File: config.mk
export PLATFORM = sky130hd
export DESIGN_NAME = l1_trig_merge
export DESIGN_NICKNAME = d
export VERILOG_FILES = /design/src/rtl/l1_trig_pkg.sv /design/src/rtl/l1_trig_fifo.sv /design/src/rtl/l1_trig_merge.sv
export SDC_FILE = /design/constraint.sdc
export NUM_CORES = 1
export LEC_CHECK = 0
export ABC_AREA = 1
export CAP_MARGIN = 30
export CORE_MARGIN = 8
export CORE_UTILIZATION = 31
export DETAILED_ROUTE_END_ITERATION = 16
export SYNTH_ARGS = -nofsm -noshare
export SYNTH_HDL_FRONTEND = slang
export SYNTH_SLANG_ARGS = --single-unit
File: constraint.sdc
create_clock -name ifclk -period 4.35 [get_ports ifclk]
set_input_delay 0.87 -clock ifclk [delete_from_list [all_inputs] [get_ports ifclk]]
set_output_delay 0.87 -clock ifclk [all_outputs]
set_load 0.01 [all_outputs]
File: src/rtl/l1_trig_pkg.sv
// Shared types and defaults for the L1 trigger merge block.
package l1_trig_pkg;
  localparam int NBEAMS_DEFAULT    = 2;
  localparam int TIME_BITS_DEFAULT = 16;

  typedef struct packed {
    logic [TIME_BITS_DEFAULT-1:0] ts;
    logic [NBEAMS_DEFAULT-1:0]    mask;
  } trig_word_t;

  localparam int TRIG_WORD_W = $bits(trig_word_t);
endpackage

File: src/rtl/l1_trig_fifo.sv
// Synchronous first-word-fall-through FIFO; dout is zero while empty.
module l1_trig_fifo #(
  parameter int WIDTH = 18,
  parameter int DEPTH = 4
) (
  input  logic             clk,
  input  logic             rst,
  input  logic [WIDTH-1:0] din,
  input  logic             wr,
  output logic             full,
  output logic [WIDTH-1:0] dout,
  output logic             valid,
  input  logic             rd
);
  localparam int AW = (DEPTH > 1) ? $clog2(DEPTH) : 1;
  localparam logic [AW:0] FULL_CNT = (AW+1)'(DEPTH);

  logic [WIDTH-1:0] r_mem [DEPTH];
  logic [AW-1:0]    r_wr_ptr;
  logic [AW-1:0]    r_rd_ptr;
  logic [AW:0]      r_count;
  logic             w_rd;
  logic             w_wr;

  assign full  = (r_count == FULL_CNT);
  assign valid = (r_count != '0);
  assign dout  = valid ? r_mem[r_rd_ptr] : '0;

  // A write into a full FIFO is still taken when the head leaves on the same edge.
  assign w_rd = rd & valid;
  assign w_wr = wr & (~full | w_rd);

  always_ff @(posedge clk) begin
    if (w_wr) r_mem[r_wr_ptr] <= din;
  end

  always_ff @(posedge clk) begin
    if (rst) begin
      r_wr_ptr <= '0;
      r_rd_ptr <= '0;
      r_count  <= '0;
    end else begin
      if (w_wr) r_wr_ptr <= r_wr_ptr + 1'b1;
      if (w_rd) r_rd_ptr <= r_rd_ptr + 1'b1;
      case ({w_wr, w_rd})
        2'b10:   r_count <= r_count + 1'b1;
        2'b01:   r_count <= r_count - 1'b1;
        default: r_count <= r_count;
      endcase
    end
  end
endmodule

File: src/rtl/l1_trig_merge.sv
// Per-beam holdoff/enable masking, same-cycle merge into timestamped words,
// FIFO buffering toward the TURF link with dropped-word accounting.
module l1_trig_merge
  import l1_trig_pkg::*;
#(
  parameter int NBEAMS       = NBEAMS_DEFAULT,
  parameter int HOLDOFF_BITS = 8,
  parameter int TIME_BITS    = TIME_BITS_DEFAULT,
  parameter int FIFO_DEPTH   = 4,
  parameter int DROP_BITS    = 16
) (
  input  logic                        ifclk,
  input  logic                        ifclk_rst_i,
  input  logic [NBEAMS-1:0]           trigger_i,
  input  logic [NBEAMS-1:0]           beam_en_i,
  input  logic [HOLDOFF_BITS-1:0]     holdoff_i,
  output logic [TIME_BITS+NBEAMS-1:0] trig_tdata,
  output logic                        trig_tvalid,
  input  logic                        trig_tready,
  output logic                        overflow_o,
  output logic [DROP_BITS-1:0]        dropped_o
);
  localparam int W = TIME_BITS + NBEAMS;

  logic [TIME_BITS-1:0]    r_ts;
  logic [HOLDOFF_BITS-1:0] r_hold [NBEAMS];
  logic [NBEAMS-1:0]       w_fire;
  logic                    r_push;
  logic [W-1:0]            r_word;
  logic                    w_full;
  logic                    w_pop;
  logic                    w_drop;
  logic                    r_overflow;
  logic [DROP_BITS-1:0]    r_dropped;

  always_comb begin
    w_fire = '0;
    for (int b = 0; b < NBEAMS; b++) begin
      w_fire[b] = trigger_i[b] & beam_en_i[b] & (r_hold[b] == '0);
    end
  end

  // Link handshake: a word transfers on any edge where trig_tvalid and trig_tready
  // are both high; trig_tdata holds steady while valid waits for ready.
  assign w_pop  = trig_tvalid & trig_tready;
  assign w_drop = r_push & w_full & ~w_pop;

  always_ff @(posedge ifclk) begin
    if (ifclk_rst_i) begin
      r_ts       <= '0;
      r_push     <= 1'b0;
      r_word     <= '0;
      r_overflow <= 1'b0;
      r_dropped  <= '0;
      for (int b = 0; b < NBEAMS; b++) r_hold[b] <= '0;
    end else begin
      r_ts   <= r_ts + 1'b1;
      r_push <= |w_fire;
      r_word <= {r_ts, w_fire};
      // Holdoff runs from the fire itself, whether or not the word is buffered.
      for (int b = 0; b < NBEAMS; b++) begin
        if (w_fire[b])             r_hold[b] <= holdoff_i;
        else if (r_hold[b] != '0)  r_hold[b] <= r_hold[b] - 1'b1;
      end
      if (w_drop) begin
        r_overflow <= 1'b1;
        if (r_dropped != '1) r_dropped <= r_dropped + 1'b1;
      end
    end
  end

  l1_trig_fifo #(
    .WIDTH (W),
    .DEPTH (FIFO_DEPTH)
  ) u_fifo (
    .clk   (ifclk),
    .rst   (ifclk_rst_i),
    .din   (r_word),
    .wr    (r_push),
    .full  (w_full),
    .dout  (trig_tdata),
    .valid (trig_tvalid),
    .rd    (trig_tready)
  );

  assign overflow_o = r_overflow;
  assign dropped_o  = r_dropped;
endmodule

==> flow_summary_export.csv <==
group,metric,value,unit
outcome,outcome,"finished, final reports clean",
pwr,p_sw,1130,uW
clocking,clockBufferDepth,2,
final_layout,antenna_cells,0,
final_layout,drive_gt1_share,8.44,%
synth,synth.cell_area,6510,um2
setup_path,worstPathCellList,"buf_4 > clkinv_1 > nor2_1 > o21ai_0 > a21oi_1 > clkdlybuf4s50_1",
pwr,p_int,2760,uW
clocking,clock-sinks,149,
timing,max_slew_margin,49.2,%
synth,syn_nets,739,
synth,synthTopCellsByArea,"edfxtp_1, dfxtp_1, nor2_1",
routing,wirelength,13.2,mm
timing,holdWs,0.444,ns
floorplan,die_x,161,um
timing,setup_viol,0,
min_path,hold_class,"reg2reg",
pwr,ir_worst_vdd,0.000289,V
clocking,post_cts_resized,0,
pwr,swShare,28.9,%
synth,synth.avg_cell_area,9.11,um2
global_routing,overflow,0,
setup_path,cp_max_fo,19,
synth,synth_common_cells,"nor2_1, nand2_1, edfxtp_1, inv_1, o21ai_0",
final_layout,nNetsFinal,794,
synth,synth_edf_count,88,
global_routing,antenna_found_initial,0,
floorplan,die_h,161,um
final_layout,area_growth,21.3,%
clocking,cts_tree,"built",
routing,drt-initial-drc-count,314,
timing,fmax,0.294,GHz
routing,wl_per_cell,12.5,um
placement,gp_congestion,0.819,
timing,fin_crit_sh,78.3,%
clocking,postCtsSetupBuffers,0,
global_routing,grt_max_degree,43,
clocking,cts-root-buf,"clkbuf_16",
synth,synth-seq-cells,149,
pwr,power_leakage,0.00288,uW
synth,synth_top_area_cell,"edfxtp_1",
pwr,power.density,493,nW/um2
timing,hold_viol_final,0,
synth,async_reset_ff_share,0,%
routing,dr.pass1.iters,6,
setup_path,critPathMaxStageDelay,0.57,ns
clocking,htree_levels,4,
setup_path,crit_path_end_kind,"output pin",
final_layout,register_area,3860,um2
routing,drcViolationCount,0,
final_layout,n_fill_cell,2086,
synth,synth.top_cell.area_share,40.6,%
placement,dp_slack,1.32,ns
timing,worst_slew_pin_slew,0.761,ns
clocking,cts_buffers,17,
floorplan,pin_count,51,
global_routing,grt_pass1_vias,4452,
setup_path,cp_data_required_time,3.48,ns
pwr,pwr-share-seq,42.0,%
timing,layout_min_cycle_time,3.41,ns
synth,synth_cell_types,33,
synth,synth.most_common_cell,"nor2_1",
setup_path,slowest_stage,"clkdlybuf4s50_1",
setup_path,crit_arrival,2.54,ns
setup_path,worst_setup_path_start_kind,"register",
floorplan,initial_utilization,31.2,%
floorplan,core,20800,um2
timing,slew_viol_final,0,
synth,synth_warnings,0,
placement,hpwl,9.04,mm
routing,ant_nets,0,
final_layout,multi_input_area,2260,um2
setup_path,crit_type,"reg2out",
routing,avgViaCountPerCell,4.50,
routing,num_vias,4756,
clocking,clk_latency,0.42,ns
floorplan,dieArea,25900,um2
placement,port_buffers,50,
clocking,holdBufCountCts,0,
synth,seq_area_frac_synth,59.4,%
timing,fin_setup_tns,0,ns
global_routing,grt_pass1_wl,22.1,mm
timing,rsz0062_at_grt,"false",
global_routing,grt.total_usage,10.5,%
synth,synthFlopType,"edfxtp_1",
timing,fin_ws,0.943,ns
floorplan,num_rows,53,
clocking,clkSlewWorstSetupHoldPaths,0.06,ns
timing,skew,0.0133,ns
flow_run,maxCapViolCount,0,
synth,syn_inst,714,
pwr,clockPowerShare,37.6,%
pwr,combPwrFrac,20.3,%
[sequential cells by signal, summed over array words and instances, names as in the netlist, named ones only]
name	cells
u_fifo.r_rd_ptr	2
r_push	1
u_fifo.r_count	3
r_hold	16
overflow_o	1
dropped_o	16
r_word	18
r_ts	16
u_fifo.r_mem	72
u_fifo.r_wr_ptr	2
[metal layers]
layer	up-vias	routed length (um)	share of wire, %	track usage (%)
met5	-	0	0	0
met4	0	190	1.4	4.42
met3	13	484	3.7	2.89
li1	2476	-	-	-
met2	79	5970	45	16.3
met1	2188	6540	50	13.5
[final timing paths]
path                           from           endpoint  slack [ns]  cells past startpoint
hold / removal              r_ts[1]          r_word[3]        0.44                      2
setup reg to reg  u_fifo.r_count[0]  u_fifo.r_count[2]        2.12                     11
setup / recovery           register     trig_tdata[11]        0.94                      6
hold reg to reg             r_ts[1]          r_word[3]        0.44                      2
[worst max-delay path, delay by kind of cell (launching register included)]
family | cells | cell delay, ns
buffers and inverters | 3 | 1.30
AO/OA/AOI/OAI | 2 | 0.31
AND/OR/NAND/NOR | 1 | 0.22
flip-flops | 1 | 0.31
[final cells by class]
type	instances	area share [%]
Clock buffer	18	5.44
Inverter	72	3.42
Tap cell	275	4.36
Timing Repair Buffer	58	7.04
Multi-Input combinational cell	471	28.7
Clock inverter	14	2.09
Sequential cell	149	49.0
[per-stage QoR]
stage / power [uW] / instance area (um2) / cells / utilization (%)
final: 3890 / 7890 / 1057 / 37.9
after global routing: 4110 / 7890 / 1057 / 37.9
after CTS: 3960 / 7890 / 1057 / 37.9
after detailed placement: 2470 / 7300 / 1025 / 35.0
after global placement: 2460 / 7300 / 1025 / 35.0
after floorplan: 2140 / 6510 / 714 / -
[placed cells by master, fill, tap and decap left out, drive strengths merged]
cell / count
xor2: 6
ha: 9
bufinv: 2
xnor2: 7
o21ai: 70
nand4: 12
clkdlybuf4s50: 49
or2: 2
o21a: 2
edfxtp: 88
fa: 1
o211ai: 1
nor3: 6
buf: 9
dfxtp: 61
a21oi: 53
clkinv: 4
nand2: 114
nand3: 33
nor2: 154
clkinvlp: 1
inv: 79
clkbuf: 18
and3: 1
[kinds of logic after synthesis]
logic type | after synthesis | share of synthesized area, %
compound gates | 126 | 10.6
buf+inv | 94 | 5.83
flops | 149 | 59.4
fa+ha+maj | 10 | 2.04
xor+xnor | 13 | 1.75
simple gates | 322 | 20.4
[power by group through the flow]
stage	Clock (uW)	Sequential, uW	Combinational [uW]
2_1_floorplan	0	1640	502
3_3_place_gp	0	1660	795
3_5_place_dp	0	1670	802
4_1_cts	1510	1640	807
5_1_grt	1560	1650	904
6_report	1460	1640	791
No activity file was read; power rests on OpenSTA's default activity.
